<file path="config.mk">
export PLATFORM = sky130hd
export DESIGN_NAME = alu_multicycle
export DESIGN_NICKNAME = d
export VERILOG_FILES = /design/src/rtl/alu_multicycle.sv
export SDC_FILE = /design/constraint.sdc
export NUM_CORES = 1
export LEC_CHECK = 0
export BUFFER_PORTS_ARGS = -buffer_cell sky130_fd_sc_hd__clkbuf_2
export CAP_MARGIN = 20
export CORE_UTILIZATION = 36
export DETAILED_ROUTE_END_ITERATION = 6
export HOLD_SLACK_MARGIN = 0.03
export PLACE_DENSITY = 0.58
export SYNTH_ARGS = -nofsm -noshare
export SYNTH_HDL_FRONTEND = slang
export SYNTH_SLANG_ARGS = --single-unit
</file>
<file path="constraint.sdc">
create_clock -name clk -period 7.8 [get_ports clk]
set_clock_uncertainty 0.15 [all_clocks]
set_input_delay 1.56 -clock clk [delete_from_list [all_inputs] [get_ports clk]]
set_output_delay 1.56 -clock clk [all_outputs]
set_load 0.01 [all_outputs]
</file>
<file path="src/rtl/alu_multicycle.sv">
// alu_multicycle
// Registered ALU with valid/ready handshakes on both sides. These operations
// complete in one cycle: ADD, SUB, AND, OR, NOT and XOR. An unsigned
// shift-add multiply handles one multiplier bit per cycle and takes WIDTH
// cycles. The result and the Z/C/V flags are registered. They hold steady
// while downstream applies back-pressure.
//
// Ports:
//   clk        rising-edge clock
//   rst        synchronous reset, active-high
//   in_valid   operands/opcode presented
//   in_ready   ALU can accept (high only when idle)
//   opA, opB   operands (WIDTH bits)
//   sel        opcode (3 bits)
//   out_valid  res/z/c/v valid
//   out_ready  downstream accepts the result
//   res        result (WIDTH bits)
//   z, c, v    zero, carry, signed-overflow flags
module alu_multicycle #(
    parameter int WIDTH = 32
) (
    input  logic             clk,
    input  logic             rst,
    input  logic             in_valid,
    output logic             in_ready,
    input  logic [WIDTH-1:0] opA,
    input  logic [WIDTH-1:0] opB,
    input  logic [2:0]       sel,
    output logic             out_valid,
    input  logic             out_ready,
    output logic [WIDTH-1:0] res,
    output logic             z,
    output logic             c,
    output logic             v
);

    localparam int CNT_W = $clog2(WIDTH + 1);

    localparam logic [2:0] OP_ADD = 3'b000;
    localparam logic [2:0] OP_SUB = 3'b001;
    localparam logic [2:0] OP_AND = 3'b010;
    localparam logic [2:0] OP_OR  = 3'b011;
    localparam logic [2:0] OP_NOT = 3'b100;
    localparam logic [2:0] OP_XOR = 3'b101;
    localparam logic [2:0] OP_MUL = 3'b110;
    localparam logic [2:0] OP_RSV = 3'b111;

    typedef enum logic [1:0] {
        ST_IDLE = 2'd0,
        ST_MUL  = 2'd1,
        ST_DONE = 2'd2
    } state_t;

    state_t               state_q, state_d;
    logic [2*WIDTH-1:0]   mcand_q, mcand_d;   // multiplicand, shifted left each step
    logic [WIDTH-1:0]     mplier_q, mplier_d; // multiplier, shifted right each step
    logic [2*WIDTH-1:0]   acc_q, acc_d;
    logic [CNT_W-1:0]     cnt_q, cnt_d;
    logic [WIDTH-1:0]     res_q, res_d;
    logic                 z_q, z_d;
    logic                 c_q, c_d;
    logic                 v_q, v_d;

    logic                 accept_s;
    logic [WIDTH:0]       sum_s;
    logic [WIDTH:0]       diff_s;
    logic [WIDTH-1:0]     alu_res_s;
    logic                 alu_z_s;
    logic                 alu_c_s;
    logic                 alu_v_s;
    logic [2*WIDTH-1:0]   acc_step_s;

    // Returns 1 when the word is all zeros
    function automatic logic is_zero(input logic [WIDTH-1:0] val);
        return ~|val;
    endfunction

    assign in_ready  = (state_q == ST_IDLE);
    assign out_valid = (state_q == ST_DONE);
    assign res       = res_q;
    assign z         = z_q;
    assign c         = c_q;
    assign v         = v_q;
    assign accept_s  = in_valid & in_ready;

    // Single-cycle operation results, computed from the live inputs at accept
    always_comb begin
        sum_s     = {1'b0, opA} + {1'b0, opB};
        diff_s    = {1'b0, opA} + {1'b0, ~opB} + {{WIDTH{1'b0}}, 1'b1};
        alu_res_s = {WIDTH{1'b0}};
        alu_c_s   = 1'b0;
        alu_v_s   = 1'b0;
        case (sel)
            OP_ADD: begin
                alu_res_s = sum_s[WIDTH-1:0];
                alu_c_s   = sum_s[WIDTH];
                alu_v_s   = (opA[WIDTH-1] == opB[WIDTH-1]) &
                            (sum_s[WIDTH-1] != opA[WIDTH-1]);
            end
            OP_SUB: begin
                alu_res_s = diff_s[WIDTH-1:0];
                alu_c_s   = diff_s[WIDTH];
                alu_v_s   = (opA[WIDTH-1] != opB[WIDTH-1]) &
                            (diff_s[WIDTH-1] != opA[WIDTH-1]);
            end
            OP_AND: alu_res_s = opA & opB;
            OP_OR:  alu_res_s = opA | opB;
            OP_NOT: alu_res_s = ~opA;
            OP_XOR: alu_res_s = opA ^ opB;
            OP_MUL: alu_res_s = {WIDTH{1'b0}};  // iterative path
            OP_RSV: alu_res_s = {WIDTH{1'b0}};
            default: alu_res_s = {WIDTH{1'b0}};
        endcase
        // The reserved opcode reports Z=0 even though its result is zero
        if (sel == OP_RSV) begin
            alu_z_s = 1'b0;
        end else begin
            alu_z_s = is_zero(alu_res_s);
        end
    end

    // Next-state logic for the controller and the datapath registers
    always_comb begin
        state_d    = state_q;
        mcand_d    = mcand_q;
        mplier_d   = mplier_q;
        acc_d      = acc_q;
        cnt_d      = cnt_q;
        res_d      = res_q;
        z_d        = z_q;
        c_d        = c_q;
        v_d        = v_q;
        acc_step_s = mplier_q[0] ? (acc_q + mcand_q) : acc_q;

        case (state_q)
            ST_IDLE: begin
                if (accept_s) begin
                    if (sel == OP_MUL) begin
                        mcand_d  = {{WIDTH{1'b0}}, opA};
                        mplier_d = opB;
                        acc_d    = {(2*WIDTH){1'b0}};
                        cnt_d    = {CNT_W{1'b0}};
                        state_d  = ST_MUL;
                    end else begin
                        res_d   = alu_res_s;
                        z_d     = alu_z_s;
                        c_d     = alu_c_s;
                        v_d     = alu_v_s;
                        state_d = ST_DONE;
                    end
                end else begin
                    state_d = ST_IDLE;
                end
            end
            ST_MUL: begin
                acc_d    = acc_step_s;
                mcand_d  = mcand_q << 1;
                mplier_d = mplier_q >> 1;
                cnt_d    = cnt_q + {{(CNT_W-1){1'b0}}, 1'b1};
                // The last multiplier bit is folded in on this cycle, so
                // the result comes from the step value, not from acc_q
                if (cnt_q == CNT_W'(WIDTH - 1)) begin
                    res_d   = acc_step_s[WIDTH-1:0];
                    z_d     = is_zero(acc_step_s[WIDTH-1:0]);
                    c_d     = |acc_step_s[2*WIDTH-1:WIDTH];
                    v_d     = 1'b0;
                    state_d = ST_DONE;
                end else begin
                    state_d = ST_MUL;
                end
            end
            ST_DONE: begin
                // No accept here, even when out_ready is high: one bubble per op
                if (out_ready) begin
                    state_d = ST_IDLE;
                end else begin
                    state_d = ST_DONE;
                end
            end
            default: begin
                state_d = ST_IDLE;
            end
        endcase
    end

    // State and datapath registers with synchronous reset
    always_ff @(posedge clk) begin
        if (rst) begin
            state_q  <= ST_IDLE;
            mcand_q  <= {(2*WIDTH){1'b0}};
            mplier_q <= {WIDTH{1'b0}};
            acc_q    <= {(2*WIDTH){1'b0}};
            cnt_q    <= {CNT_W{1'b0}};
            res_q    <= {WIDTH{1'b0}};
            z_q      <= 1'b0;
            c_q      <= 1'b0;
            v_q      <= 1'b0;
        end else begin
            state_q  <= state_d;
            mcand_q  <= mcand_d;
            mplier_q <= mplier_d;
            acc_q    <= acc_d;
            cnt_q    <= cnt_d;
            res_q    <= res_d;
            z_q      <= z_d;
            c_q      <= c_d;
            v_q      <= v_d;
        end
    end

endmodule

</file>
==> Word level (Yosys, flattened, before mapping) <==
Index checks and enable logic that the tools add are counted.
{ "classes": {"n_eq_ne": 18, "n_reduce_logical": 11, "n_mux": 38, "addsub": 5, "bitwise_logic": 8} }
{ "ops": {"columns": ["op", "count"], "rows": [
  ["64-bit 2-to-1 mux", 5],
  ["64-bit case mux with 2 select lines", 2],
  ["32-bit case mux with 7 select lines", 1],
  ["32-bit 2-to-1 mux", 5],
  ["32-bit case mux with 2 select lines", 2],
  ["32-bit OR reduction", 3],
  ["32-bit by 32-bit adder with 33-bit output", 2],
  ["64-bit adder", 1],
  ["32-bit inverter", 2],
  ["33-bit by 1-bit adder with 33-bit output, second input constant", 1],
  ["32-bit bitwise AND", 1],
  ["32-bit bitwise OR", 1],
  ["32-bit bitwise XOR", 1],
  ["3-bit equality test, second input constant", 4],
  ["6-bit 2-to-1 mux", 2],
  ["6-bit case mux with 2 select lines", 1],
  ["1-bit 2-to-1 mux", 10],
  ["1-bit case mux with 2 select lines", 5],
  ["2-bit 2-to-1 mux", 4],
  ["6-bit by 1-bit adder with 6-bit output, second input constant", 1],
  ["3-bit by 2-bit equality test with 1-bit output, second input constant", 2],
  ["6-bit by 5-bit equality test with 1-bit output, second input constant", 1],
  ["2-bit case mux with 3 select lines", 1],
  ["2-bit by 1-bit inequality test with 1-bit output, second input constant", 2],
  ["14 further kinds", 20]
]} }
{ "word_totals": {"output_inout_bits": 37, "reg_bits": 203, "input_bits": 71, "wordCells": 89} }

==> Longest topological paths before layout <==
{ "depth": {"ltp_word": 10, "ltp_mapped": 16, "depth_no_buf": 16} }

==> Least setup slack after synthesis <==
OpenSTA, ideal clock, no wires.
{ "synth_path": {"path_kind": "input to register", "startpoint": "in opA[0]", "endpoint": "reg c_q (netlist: c)", "setup_ns": 0.147, "path_buffers": 0, "setup_slack_ns": 2.878, "cell_stages": 16, "required_ns": 7.503, "arrival_time_ns": 4.626, "path_cell_list": "inv_1 -> ha_1 -> inv_1 -> fa_1 -> nor2b_1 -> o311ai_1 -> o211ai_1 -> a211oi_2 -> a21oi_1 -> a31oi_1 -> o21ai_0 -> a21oi_1 -> nor4_1 -> a2111oi_0 -> a211o_1 -> a31oi_1"} }
{ "synth_between": {"elab_chain_len": 6, "elab_cells_between_ends": 7, "classes_between": "add/sub (3); mux (4)"} }
{ "synth_rtl": {"columns": ["item", "line", "rtl"], "rows": [
  ["start: declaration", "26", "input logic [WIDTH-1:0] opA,"],
  ["32-bit by 32-bit adder with 33-bit output", "89", "diff_s = {1'b0, opA} + {1'b0, ~opB} + {{WIDTH{1'b0}}, 1'b1};"],
  ["33-bit by 1-bit adder with 33-bit output", "89", null],
  ["1-bit case mux with 2 select lines (*)", "93", "case (sel)"],
  ["1-bit 2-to-1 mux (*)", "138", "if (sel == OP_MUL) begin"],
  ["1-bit 2-to-1 mux (*)", "137", "if (accept_s) begin"],
  ["1-bit case mux with 2 select lines (*)", "135", "case (state_q)"],
  ["end signal: assignment", "196", "c_q <= 1'b0;"],
  ["end signal: assignment", "206", "c_q <= c_d;"],
  ["end: declaration", "61", "logic c_q, c_d;"]
]} }
Mark *: on every way between the ends. The rest lies on a longest branch, timed or not. The select of a mux whose other input is x is not followed.
A chain may end at the register's enable or synchronous reset.

==> Final worst setup path <==
Same ends and word-level chain as after synthesis.

==> out/qor.txt <==
Reg-to-reg setup timing slack -> 2.69 ns
Final period utilization -> 70.4%
Max-cap violations -> 0
Hold crit path type -> reg2reg
DR iter-0 viols -> 1855
Synth Area in Simple Gates -> 23.6%
Hold depth -> 2
I/O Buffers -> 107
Complex-gate fraction of the synthesized area -> 30.6%
Combinational family with the most area after synthesis -> compound AO/OA/AOI/OAI gates
Post-synth top cells -> nand2_1, a21oi_1, nor2_1, dfxtp_1, ha_1
Synth Warn # -> 0
Mux cell area share after synthesis -> 2.45%
Via density -> 5.96
Core ar. -> 0.0505 mm2
Diode count -> 0
Die span in x -> 229 um
Clk network pwr share -> 43.0%
Final setup TNS -> 0 ns
Syn nets -> 2869
Post-CTS resize count -> 0
Most area-hungry cell type in the Yosys netlist -> dfxtp_1
Crit path DAT -> 5.77 ns
Routed Antenna Nets -> 0
Fin crit period -> 5.49 ns
Htree depth -> 1
Net Sw Frac -> 32.8%
Reg-to-reg startpoint -> mcand_q[0]
Post-synth top area share -> 21.9%
Area share of fa/ha/maj cells after synthesis -> 11.1%
Drt total wl -> 70700 um
Worst rel slew slack -> 22.9%
Clk Tree Root Cell -> clkbuf_16
DIE HEIGHT -> 229 um
Critical path class -> in2reg
Clock net sink count -> 203
WP data required -> 8.08 ns
Outcome -> complete, no violations
Hold Fails Final Rpt -> 0
Sequential area share after synthesis -> 21.9%
Area delta synth->final -> 9.82%
Total GRT Usage -> 26.1%
Worst setup SP type -> input pin
Synth Instances -> 2635
Int Pwr -> 0.00209 W
Vias in the first global route -> 18700
Slew Viols, Final -> 0
Largest net degree at the start of global routing -> 182
Switching pwr -> 0.00102 W
Via count -> 19700
Part of the power in registers -> 35.4%
XOR/XNOR Fraction of Synth Area -> 3.82%
CTS max path bufs -> 3
Number of enable flip-flop cells after synthesis -> 0
First drt pass iteration count -> 6
Starting density of the core -> 36.8%
Max VDD drop -> 0.146 mV
Post-DP HPWL -> 52600 um
Post-layout util -> 40.4%
Top post-synthesis cells by area -> dfxtp_1, ha_1, a21oi_1
Cts hold-fix bufs -> 0
Nets@finish -> 2841
Reg2reg path depth -> 14
Post-synth top flop -> dfxtp_1
CTS Buf Count -> 27
Clk_lat worst skew -> 0.59 ns
Hold_sp -> res[14]
Seq cells post-synth -> 203
Routability cong. -> 0.931
Total die area -> 0.0525 mm2
Reg2reg end -> c
Worst Tran Pin Value -> 1.15 ns
Mean Syn Cell Area -> 7.04 um2
# IOs -> 108
Worst Hold End -> res[14]
Pwr dens -> 153 mW/mm2
Share of synthesized flip-flops with an asynchronous set or reset -> 0%
Residual DRC count -> 0
Initial antenna violation count -> 0
Max Freq -> 182 MHz
Global route total overflow -> 0
Crit path max fanout -> 5
Clk slew on worst S/H paths -> 0.06 ns
CP endpoint kind -> flip-flop
Netlist cell types -> 89
Routed WL per cell -> 21.4 um
Hold WS -> 0.303 ns
Final Power -> 0.00312 W
Logic pwr share -> 21.6%
Share of cells above drive strength 1 -> 9.18%
Post-CTS setup buffers -> 0
LEAKAGE -> 8.24 nW
Synth Cell Area -> 0.0186 mm2
Global-route wire length before repair -> 109000 um
RSZ-0062 raised after global routing -> false
Cell with the most instances after synthesis -> nand2_1
Row count -> 82
TritonCTS clock tree -> built
Setup-failing EPs final -> 0
==> critical path, stage by stage <==
cell,delay [ns]
clkbuf_2,0.12
inv_1,0.11
ha_1,0.18
inv_1,0.06
fa_1,0.39
nor2b_1,0.17
o311ai_1,0.47
o211ai_1,0.30
a211oi_2,0.49
a21oi_1,0.21
a31oi_1,0.42
o21ai_0,0.18
a21oi_1,0.17
nor4_1,0.06
a2111oi_0,0.63
a211o_1,0.22
a31oi_1,0.04
==> power groups by stage <==
stage / Sequential (W) / Clock, W / Combinational [W]
after detailed placement: 0.00112 / 0 / 0.000662
final: 0.00110 / 0.00134 / 0.000674
after CTS: 0.00110 / 0.00137 / 0.000665
after global routing: 0.00111 / 0.00140 / 0.000734
after floorplan: 0.00112 / 0 / 0.000438
after global placement: 0.00112 / 0 / 0.000660
==> cell usage in the layout, fill, tap and decap left out, drive strengths merged, types with 16 or more instances in the layout <==
cell type / count
mux2: 19
o211ai: 21
nand2b: 22
a21oi: 292
nand4: 44
a21o: 43
nand3: 84
nor3: 64
o21ai: 135
ha: 160
o21a: 25
clkbuf: 142
a211oi: 39
dfxtp: 203
xnor2: 51
a311oi: 64
nor2b: 35
mux2i: 24
nor2: 279
o31ai: 16
buf: 27
a31oi: 38
xor2: 30
nand2: 354
a22oi: 29
o21bai: 22
inv: 127
==> logic make-up after synthesis <==
| logic type | after synthesis |
|---|---|
| and+or+nand+nor | 969 |
| AOI/OAI and AO/OA | 862 |
| buffers and inverters | 314 |
| DFF | 203 |
| adders and majority gates | 163 |
| xor gates and xnor gates | 81 |
| muxes | 43 |
==> through the flow <==
| stage | setup WS, ns | std cells | cell area [um2] |
|---|---|---|---|
| finish | 2.31 | 3298 | 20400 |
| CTS | 2.40 | 3298 | 20400 |
| global placement | 1.85 | 3250 | 19400 |
| detailed placement | 1.81 | 3250 | 19400 |
| global route | 1.93 | 3298 | 20400 |
| floorplan | 2.88 | 2635 | 18600 |
==> how the worst max path moves through the flow <==
stage          startpoint  endpoint
2_1_floorplan      opA[0]         c
3_3_place_gp       opA[0]         c
3_5_place_dp       opA[0]         c
4_1_cts            opA[0]         c
5_1_grt            opA[0]         c
6_report           opA[0]         c
==> registers in the layout (all words and copies together) (netlist names), 2 cells and up <==
| signal | cells |
|---|---|
| acc_q | 64 |
| mcand_q | 64 |
| mplier_q | 32 |
| res | 32 |
| cnt_q | 6 |
| state_q | 2 |
==> layout make-up <==
cell class	count	area (um2)
Tap cell	672	841
Clock inverter	12	173
Fill cell	5402	30100
Inverter	124	465
Timing Repair Buffer	133	749
Multi-Input combinational cell	2118	13300
Sequential cell	203	4070
Clock buffer	36	769
==> layer usage <==
layer / routed length [um] / up-vias / track usage (%)
met2: 31600 / 689 / 41.6
li1: - / 9473 / -
met1: 32600 / 9375 / 36.3
met5: 0 / - / 0
met4: 2360 / 0 / 8.69
met3: 4150 / 116 / 3.00
Power figures use the tool's default switching activity.
